===== src/rtl/voice_scheduler_if.sv =====
// Lookup bus between the voice scheduler and the combinational audio_rom.
// The scheduler registers index/freq_id; the lookup answers within the same cycle.
interface voice_scheduler_if #(
  parameter int BITS = 6
);
  logic [10:0]     rom_index;
  logic [4:0]      rom_freq_id;
  logic [BITS-1:0] rom_level;
  logic [10:0]     rom_freq;

  modport master (
    output rom_index,
    output rom_freq_id,
    input  rom_level,
    input  rom_freq
  );

  modport slave (
    input  rom_index,
    input  rom_freq_id,
    output rom_level,
    output rom_freq
  );
endinterface


===== src/rtl/voice_scheduler.sv =====
// Time-multiplexes one sine/frequency lookup across VOICES tone voices and mixes
// their levels into one sample per sample_tick; note changes latch only at phase wrap.
module voice_scheduler #(
  parameter  int VOICES = 4,
  parameter  int BITS   = 6,
  localparam int SW     = BITS + $clog2(VOICES)
) (
  input  logic                  clk,
  input  logic                  reset,
  input  logic                  sample_tick,
  input  logic [5*VOICES-1:0]   note_id,
  input  logic [VOICES-1:0]     note_on,
  voice_scheduler_if.master     rom,
  output logic [SW-1:0]         sample_out,
  output logic                  sample_valid,
  output logic                  busy,
  output logic                  overrun
);

  localparam int             VCW       = (VOICES > 1) ? $clog2(VOICES) : 1;
  localparam logic [VCW-1:0] VC_LAST   = VCW'(VOICES - 1);
  localparam logic [4:0]     SILENT_ID = 5'd31;

  typedef enum logic [1:0] {
    IDLE    = 2'd0,
    ISSUE   = 2'd1,
    CAPTURE = 2'd2,
    DONE    = 2'd3
  } state_t;

  state_t          state_r;
  state_t          state_s;
  logic [VCW-1:0]  vc_r;
  logic [SW-1:0]   acc_r;
  logic [15:0]     phase_r     [VOICES];
  logic [4:0]      active_id_r [VOICES];
  logic [4:0]      note_arr_s  [VOICES];
  logic [4:0]      req_id_s;
  logic [16:0]     sum_s;
  logic            latch_s;
  logic [15:0]     phase_nxt_s;

  // Unpack the flat per-voice note request bus
  always_comb begin
    for (int v = 0; v < VOICES; v++) begin
      note_arr_s[v] = note_id[5*v +: 5];
    end
  end

  // Phase advance and note latch decision for the voice in its capture slot
  always_comb begin
    req_id_s = note_on[vc_r] ? note_arr_s[vc_r] : SILENT_ID;
    sum_s    = {1'b0, phase_r[vc_r]} + {6'd0, rom.rom_freq};
    latch_s  = sum_s[16] || (active_id_r[vc_r] == SILENT_ID);
    // A note-off restarts the voice at a zero crossing so a later note-on starts cleanly
    if (latch_s && (req_id_s == SILENT_ID)) begin
      phase_nxt_s = 16'd0;
    end else begin
      phase_nxt_s = sum_s[15:0];
    end
  end

  // Next-state logic of the sample sequencer
  always_comb begin
    state_s = state_r;
    case (state_r)
      IDLE: begin
        if (sample_tick) begin
          state_s = ISSUE;
        end else begin
          state_s = IDLE;
        end
      end
      ISSUE: begin
        state_s = CAPTURE;
      end
      CAPTURE: begin
        if (vc_r == VC_LAST) begin
          state_s = DONE;
        end else begin
          state_s = ISSUE;
        end
      end
      DONE: begin
        state_s = IDLE;
      end
      default: begin
        state_s = IDLE;
      end
    endcase
  end

  // Sequencer state register
  always_ff @(posedge clk) begin
    if (reset) begin
      state_r <= IDLE;
    end else begin
      state_r <= state_s;
    end
  end

  // Voice state, lookup drive, accumulator and registered status outputs
  always_ff @(posedge clk) begin
    if (reset) begin
      vc_r            <= {VCW{1'b0}};
      acc_r           <= {SW{1'b0}};
      for (int v = 0; v < VOICES; v++) begin
        phase_r[v]     <= 16'd0;
        active_id_r[v] <= SILENT_ID;
      end
      rom.rom_index   <= 11'd0;
      rom.rom_freq_id <= SILENT_ID;
      sample_out      <= {SW{1'b0}};
      sample_valid    <= 1'b0;
      busy            <= 1'b0;
      overrun         <= 1'b0;
    end else begin
      sample_valid <= (state_r == DONE);
      busy         <= (state_s != IDLE);
      // Ticks arriving while a sample is in flight are dropped and flagged
      overrun      <= sample_tick && (state_r != IDLE);
      case (state_r)
        IDLE: begin
          if (sample_tick) begin
            acc_r <= {SW{1'b0}};
            vc_r  <= {VCW{1'b0}};
          end
        end
        ISSUE: begin
          rom.rom_index   <= {1'b0, phase_r[vc_r][15:6]};
          rom.rom_freq_id <= active_id_r[vc_r];
        end
        CAPTURE: begin
          acc_r         <= acc_r + SW'(rom.rom_level);
          phase_r[vc_r] <= phase_nxt_s;
          if (latch_s) begin
            active_id_r[vc_r] <= req_id_s;
          end
          if (vc_r != VC_LAST) begin
            vc_r <= vc_r + VCW'(1);
          end
        end
        DONE: begin
          sample_out <= acc_r;
        end
        default: begin
        end
      endcase
    end
  end

endmodule


===== src/flat_wrapper.sv =====
// flat-port wrapper written by rule: the top's interface ports become plain ports
module voice_scheduler_flat 
#(
  parameter  int VOICES = 4,
  parameter  int BITS   = 6,
  localparam int SW     = BITS + $clog2(VOICES)
)
  (clk, reset, sample_tick, note_id, note_on, sample_out, sample_valid, busy, overrun, rom_rom_index, rom_rom_freq_id, rom_rom_level, rom_rom_freq);
  voice_scheduler_if #(.BITS(BITS)) rom_i ();
  input  logic clk;
  input  logic reset;
  input  logic sample_tick;
  input  logic [5*VOICES-1:0] note_id;
  input  logic [VOICES-1:0] note_on;
  output logic [SW-1:0] sample_out;
  output logic sample_valid;
  output logic busy;
  output logic overrun;
  output wire logic [$bits(rom_i.rom_index)-1:0] rom_rom_index;
  output wire logic [$bits(rom_i.rom_freq_id)-1:0] rom_rom_freq_id;
  input wire logic [$bits(rom_i.rom_level)-1:0] rom_rom_level;
  input wire logic [$bits(rom_i.rom_freq)-1:0] rom_rom_freq;
  assign rom_rom_index = rom_i.rom_index;
  assign rom_rom_freq_id = rom_i.rom_freq_id;
  assign rom_i.rom_level = rom_rom_level;
  assign rom_i.rom_freq = rom_rom_freq;
  voice_scheduler #(.VOICES(VOICES), .BITS(BITS)) u_core (.clk(clk), .reset(reset), .sample_tick(sample_tick), .note_id(note_id), .note_on(note_on), .rom(rom_i), .sample_out(sample_out), .sample_valid(sample_valid), .busy(busy), .overrun(overrun));
endmodule

===== config.mk =====
export PLATFORM = sky130hd
export DESIGN_NAME = voice_scheduler_flat
export DESIGN_NICKNAME = d
export VERILOG_FILES = /design/src/rtl/voice_scheduler_if.sv /design/src/rtl/voice_scheduler.sv /design/src/flat_wrapper.sv
export SDC_FILE = /design/constraint.sdc
export NUM_CORES = 1
export LEC_CHECK = 0
export CAP_MARGIN = 0
export CORE_ASPECT_RATIO = 1.25
export CORE_MARGIN = 8
export CORE_UTILIZATION = 50
export CTS_CLUSTER_SIZE = 40
export DETAILED_ROUTE_END_ITERATION = 7
export PLACE_DENSITY = 0.77
export SLEW_MARGIN = 0
export SYNTH_ARGS = -nofsm -noshare
export SYNTH_HDL_FRONTEND = slang
export SYNTH_SLANG_ARGS = --single-unit

===== constraint.sdc =====
create_clock -name clk -period 3.4 [get_ports clk]
set_input_delay 1.02 -clock clk [delete_from_list [all_inputs] [get_ports clk]]
set_output_delay 1.02 -clock clk [all_outputs]
set_load 0.01 [all_outputs]

==> run metrics <==
relative slew slack 40.6%; Final Critical Period 3.30 ns; Switching Fraction between 20 and 25%; leakage 2.94 nW; worst-path cell chain buf_12, mux4_2, ha_1, a21o_1, o311a_1, a41o_1, a31oi_4, buf_6, nor2_1, buf_4, nor4_2; R2R depth 11; CP peak stage delay 0.56 ns; Clk pwr share 45.5%; P&R area growth vs syn 32.0%; setup TNS 0 ns; Area contributors post-synth edfxtp_1 42%, dfxtp_1 13%, mux4_2 9.8%; worst path bufs/invs 3; Worst-Skew Late Latency 0.41 ns; CTS Buf Count 17; Pint 3.02 mW; global route hottest layer met2; crit path max fanout 12; Synthesized Nets 575; leading area contributor after synthesis edfxtp_1; Gate power share 11.6%; CP arrival 3.53 ns; vias in the first global route 4,900; Overflow after GRT 0; unrepaired setup endpoints after global routing true; register bit total from synthesis 124; Pwr Density 495 nW/um^2; clk sink count 124; GRT met1 Usage 20.9%; Setup crit end u_core.phase_r[2][1]$_SDFFCE_PN0P_; Final WS setup 0.0975 ns; Layout Cells excl Fill ~810; Clock Tree Buf Depth 2; pre-CTS WS -0.756 ns; Final period util 97.1%; Main synth FF type edfxtp_1; dpl cells 770; Final Hold Violating Endpoints 0; Setup crit start kind register; status finished clean; Seq/Total Area, Yosys 55.8%; CTS tree yes; H-tree Lvls 4; number of synthesized flops with an enable pin 84; Mapped Cells 511; WL per Instance 17.9 um; CP Depth 11; antenna violations before repair 0; via count 4,537; largest net degree at the start of global routing 48; synthesized area 5950 um^2; CTS root buf clkbuf_16; min-delay src u_core.rom.rom_index[3]$_SDFFE_PP0N_; CP top delay family compound AO/OA/AOI/OAI gates; total wire length 14,500 um; P_sw 0.873 mW; gr usage total 19.3%; first-pass GRT wire length 23,300 um; CP endpoint kind register; fraction of layout cells with a size suffix above 1 21.3%; r2r setup slk 0.1 ns; count of buffers from port buffering around 70; Commonest cells post-synth 84 x edfxtp_1, 82 x nor2_1, 71 x nand2_1, 40 x dfxtp_1, 32 x a21oi_1; top-count cell post-synth edfxtp_1; slowest cell on the critical path mux4_2; post-synthesis async set-or-reset flop share 0%; Iter 0 DRT Violations ~290; Pre-antenna DRT Iters 5; register clock-pin slew on the reported worst setup and hold paths about 0.050 ns; post-layout net count between 600 and 700; Slew @ Worst Pin around 0.89 ns; Seq pwr share 43.0%; Diodes inserted 0; top-area cell type share of the netlist area between 40% and 50%; filler instances 846; Initial Utilization 51.2%; Synth Area per Inst about 12 um^2; Core ar. ~12,000 um^2; maximum vdd drop 0.401 mV; DRT antenna net count 0; met3 usage 5.84%; reg2reg end u_core.phase_r[2][1]$_SDFFCE_PN0P_; die area 15,700 um^2; final core area utilization 67.7%; Die Wd about 110 um; FMAX approximately 0.30 GHz; Via density 5.61; Worst EP required 3.63 ns; clock skew 0.00650 ns; yosys warns 0; Hold Crit Class reg2reg; max_cap viols 0; number of top-level pins 71; Die Y 138 um; row count 44; placer's final routability congestion estimate 0.825; met2 demand-to-capacity share in global routing about a third; Synth cell types 48; Setup CP Type reg2reg; DRC errors left 0; Max Slew Vio Count 0; post-DP HPWL 10,100 um; Setup violations, final 0
==> cell usage in the layout (no fill, tap or decap), types with 4 or more instances in the layout <==
cell type / n
edfxtp_1: 84
nor2_1: 78
nand2_1: 71
clkdlybuf4s50_1: 67
buf_4: 59
dfxtp_1: 39
a21oi_1: 32
mux4_2: 26
clkbuf_16: 18
ha_1: 17
nand3_1: 14
xor2_1: 11
a21o_1: 9
nand2b_1: 9
nor3_1: 8
a22oi_1: 8
o21bai_1: 7
xnor2_1: 6
inv_1: 5
nand3b_1: 5
nor2_2: 4
nor2b_1: 4
o21ai_0: 4
clkinv_2: 4
clkbuf_1: 4
buf_6: 4
==> through the flow <==
| step | hold WS [ns] | cell area [um^2] | total power [mW] |
|---|---|---|---|
| floorplan | 0.453 | 5980 | 1.94 |
| global placement | 0.445 | 7160 | 2.12 |
| detailed placement | 0.447 | 7160 | 2.14 |
| CTS | 0.454 | 7840 | 3.89 |
| global route | 0.477 | 7860 | 4.01 |
| finish | 0.451 | 7860 | 3.89 |
==> area by class of cell <==
class | count | area, um^2 | area share (%)
sequential | 124 | 3330 | 42.3
multi-input combinational | 352 | 2530 | 32.1
timing repair buffer | 134 | 1200 | 15.3
clock buffer | 24 | 493 | 6.27
tap | 161 | 201 | 2.56
clock inverter | 8 | 87.6 | 1.11
inverter | 6 | 22.5 | 0.287
==> sequential cells by signal, indices dropped and copies added, names as in the netlist, named ones only <==
register                flops
u_core.rom.rom_index       10
u_core.busy                 1
u_core.sample_out           8
u_core.rom.rom_freq_id      5
u_core.overrun              1
u_core.active_id_r         20
u_core.vc_r                 2
u_core.sample_valid         1
u_core.acc_r                8
u_core.state_r              2
u_core.phase_r             64
==> worst register-to-register path, delay by kind of cell, from the launching register on <==
family                     cells  cell delay (ns)
muxes                          1             0.56
AOI/OAI and AO/OA              4             1.01
and+or+nand+nor                2             0.30
DFF                            1             0.38
adders and majority gates      1             0.32
buffers and inverters          3             0.54
==> what timing repair did <==
| item | 4_1_cts | 5_1_grt |
|---|---|---|
| buffers inserted | 5 | 1 |
| pin swaps | 8 | 1 |
| endpoints found under the setup margin | 104 | 7 |
| hold buffers | 0 | 0 |
| gates cloned | 1 | 0 |
| hold endpoints to repair | 0 | 0 |
| resized for setup | 18 | 3 |
==> worst min path at each step <==
| stage | end | slack (ns) | depth (start not counted) |
|---|---|---|---|
| 6_report | u_core.rom.rom_index[3]$_SDFFE_PP0N_ | 0.45 | 2 |
| 5_1_grt | u_core.sample_out[0]$_SDFFE_PP0P_ | 0.48 | 2 |
| 4_1_cts | u_core.rom.rom_index[3]$_SDFFE_PP0N_ | 0.45 | 2 |
| 3_5_place_dp | u_core.rom.rom_index[3]$_SDFFE_PP0N_ | 0.45 | 2 |
| 3_3_place_gp | u_core.sample_out[0]$_SDFFE_PP0P_ | 0.45 | 2 |
| 2_1_floorplan | u_core.sample_out[7]$_SDFFE_PP0P_ | 0.45 | 2 |
==> power groups by stage <==
stage	sequential [mW]	clock, mW	combinational, mW
floorplan	1.70	0	0.239
global route	1.68	1.85	0.489
CTS	1.67	1.77	0.448
finish	1.67	1.77	0.451
global placement	1.70	0	0.423
detailed placement	1.70	0	0.434
==> cell families (layout without fill, tap and decap cells) <==
| family | count (synthesis) | count (layout) | share of synthesized area, % |
|---|---|---|---|
| flip-flops | 124 | 124 | 55.8 |
| XOR/XNOR | 17 | 17 | 2.50 |
| other | 1 | 1 | 0.0630 |
| AO/OA/AOI/OAI | 79 | 79 | 9.02 |
| AND/OR/NAND/NOR | 206 | 206 | 15.0 |
| adder cells (fa/ha/maj) | 20 | 20 | 4.46 |
| multiplexers | 29 | 29 | 10.4 |
| buffers and inverters | 35 | 172 | 2.77 |
==> routing by layer <==
metal	vias up	routed length, um
met3	24	911
met2	187	7600
met5	-	0
met4	0	206
li1	2105	-
met1	2221	5780
(Power assumes the default switching activity.)
==> variant: new RTL, same settings <==
Re-encode `state_t` (4 states) as Gray code, 2 bits wide.
--- a/src/rtl/voice_scheduler.sv
+++ b/src/rtl/voice_scheduler.sv
@@ -22,10 +22,10 @@
   localparam logic [4:0]     SILENT_ID = 5'd31;
 
   typedef enum logic [1:0] {
-    IDLE    = 2'd0,
-    ISSUE   = 2'd1,
-    CAPTURE = 2'd2,
-    DONE    = 2'd3
+    IDLE    = 2'b00,
+    ISSUE   = 2'b01,
+    CAPTURE = 2'b11,
+    DONE    = 2'b10
   } state_t;
 
   state_t          state_r;
Behaviour: same outputs for any inputs over 10 cycles, from zero or initial values and one cycle with reset high; not proved beyond that.
==> variant against the original RTL <==
- cell count is 1.9% higher
- power grew 0.18%
- clock skew increased by 0.77 ps
- setup slack got worse by 14 ps
- register-to-register slack gained 80 ps
- design area is 2.4% higher
- synthesized area grew 6.5%
- sequential cell count did not move
- wire length is 13% higher
==> variant: results (changes against the original RTL) <==
[run_status]
status=finished clean

[setup_path]
worst_r2r_path_depth=12  ; +1
cp_slowest_cell=sky130_fd_sc_hd__clkdlybuf4s50_1
critical_path.top_delay_family=compound AO/OA/AOI/OAI gates
timing.critical_path.fanout_max=16  ; +4
r2r-end=u_core.phase_r[2][1]$_SDFFCE_PN0P_
timing.reg2reg.setup_slack_ps=180  ; +80 ps
max_stage_delay_ps=460  ; -100 ps

[power_and_ir_drop]
peakVddDrop_uv=396  ; -1.3%
power.leakage_uw=0.00284  ; -3.3%
logic_gate_share_of_total_power_pct=11.4  ; -0.2 points
internal_power_uw=3000  ; -0.49%
powerSeq_uw=1680

[global_route]
grt_first_pass_wirelength_mm=25.6  ; +9.6%
use_met3_pct=5.40  ; -0.44 points
grt_pass1_vias=5077  ; +3.6%
track_usage_pct=20.3  ; +0.98 points
grtUsageMet1_pct=20.7  ; -0.14 points
grt_util_met2_pct=36.5  ; +1.7 points
antenna_found_initial=0  ; unchanged

[worst_hold_path]
min_delay_endpoint=u_core.rom.rom_index[1]$_SDFFE_PP0P_
timing.hold.worst.start=u_core.rom.rom_index[1]$_SDFFE_PP0P_
worstHoldPathType=reg2reg

[clock_tree]
cts_made_buffers=17  ; unchanged
cts_buffer_depth=2  ; unchanged
clk-insertion-delay-late_ps=410  ; about the same
worst_setup_hold_path_clk_slew_ps=60
cts-root-buf=sky130_fd_sc_hd__clkbuf_16
post_cts_resize_count=1  ; -17
post_cts_buffers=0  ; -5

[final_layout]
final_cell_count_no_fill=824  ; +1.9%
largestRegisters=u_core.phase_r (64), u_core.active_id_r (20), u_core.rom.rom_index (10)
antenna_cells=0  ; unchanged
post_route_cells_drive_above_1_share_pct=18.8  ; -2.5 points
finish.net_count=707  ; +1.1%

[yosys]
ys_top_cells_by_area=sky130_fd_sc_hd__edfxtp_1, sky130_fd_sc_hd__dfxtp_1, sky130_fd_sc_hd__mux4_2, sky130_fd_sc_hd__a21oi_1, sky130_fd_sc_hd__nand2_1
syn_avg_cell_area_um2=11.7  ; +0.26%
synth_seq_area_share_pct=52.4  ; -3.4 points
synthDistinctLibCells=54  ; +13%
yosysWarnings=0  ; unchanged
synth_commonest_cells=sky130_fd_sc_hd__edfxtp_1, sky130_fd_sc_hd__a21oi_1, sky130_fd_sc_hd__nand2_1, sky130_fd_sc_hd__dfxtp_1
synthesis.nets=607  ; +5.6%

[timing]
finalClockSkew_ps=7.27  ; +0.766 ps
slew_headroom_pct=48.3  ; +7.7 points
hold-worst-slack_ps=451  ; -0.309 ps

[placed_design]
dpl_worst_slack_ps=-365  ; +391 ps
globalplace.congestion=0.857  ; +3.8%
port_buffers=69  ; unchanged
placed_cells=782  ; +1.6%
place_hpwl_mm=11.3  ; +12%

[drt]
wirelength_mm=16.4  ; +13%
drt_iter0_markers=404  ; +40%
route.detailed.vias_per_inst=5.99  ; +6.7%

[variant: how the worst max path moves through the flow]
| stage | from | to | slack (ps) | cells past startpoint |
|---|---|---|---|---|
| 3_3_place_gp | rom_rom_freq[0] | u_core.phase_r[3][4]$_DFFE_PP_ | -280 | 11 |
| 6_report | rom_rom_freq[0] | u_core.active_id_r[0][2]$_SDFFCE_PN1P_ | 80 | 11 |
| 5_1_grt | rom_rom_freq[0] | u_core.active_id_r[0][2]$_SDFFCE_PN1P_ | -4 | 11 |
| 3_5_place_dp | rom_rom_freq[0] | u_core.phase_r[0][2]$_SDFFCE_PN0P_ | -360 | 11 |
| 2_1_floorplan | flip-flop | u_core.active_id_r[3][0]$_DFFE_PP_ | 50 | 14 |
| 4_1_cts | rom_rom_freq[0] | u_core.phase_r[0][2]$_SDFFCE_PN0P_ | 60 | 11 |
[variant: per-layer routing]
metal | part of all wire, % | routed length, um
met5 | 0 | 0
met4 | 4.5 | 736
met1 | 35 | 5730
met2 | 54 | 8880
met3 | 6.2 | 1010
[variant: area by class of cell]
class / count / area [um^2]
clock buffers: 26 / 532
clock inverters: 6 / 55.1
inverters: 10 / 37.5
multi-input cells: 369 / 2770
repair buffers: 121 / 1120
flip-flops and latches: 124 / 3320
fillers: 990 / 4500
well taps: 168 / 210
[variant: cell families after synthesis]
logic type	share of synthesized area, %
AOI/OAI and AO/OA	15.8
and+or+nand+nor	11.8
DFF	52.4
buffers and inverters	4.12
muxes	9.87
adders and majority gates	4.18
xor gates and xnor gates	1.80
other	0.0591
[variant: stage by stage]
stage	area (um^2)	power (uW)
2_1_floorplan	6340	1950
3_5_place_dp	7370	2140
5_1_grt	8050	4010
4_1_cts	7960	3890
3_3_place_gp	7370	2120
6_report	8050	3900
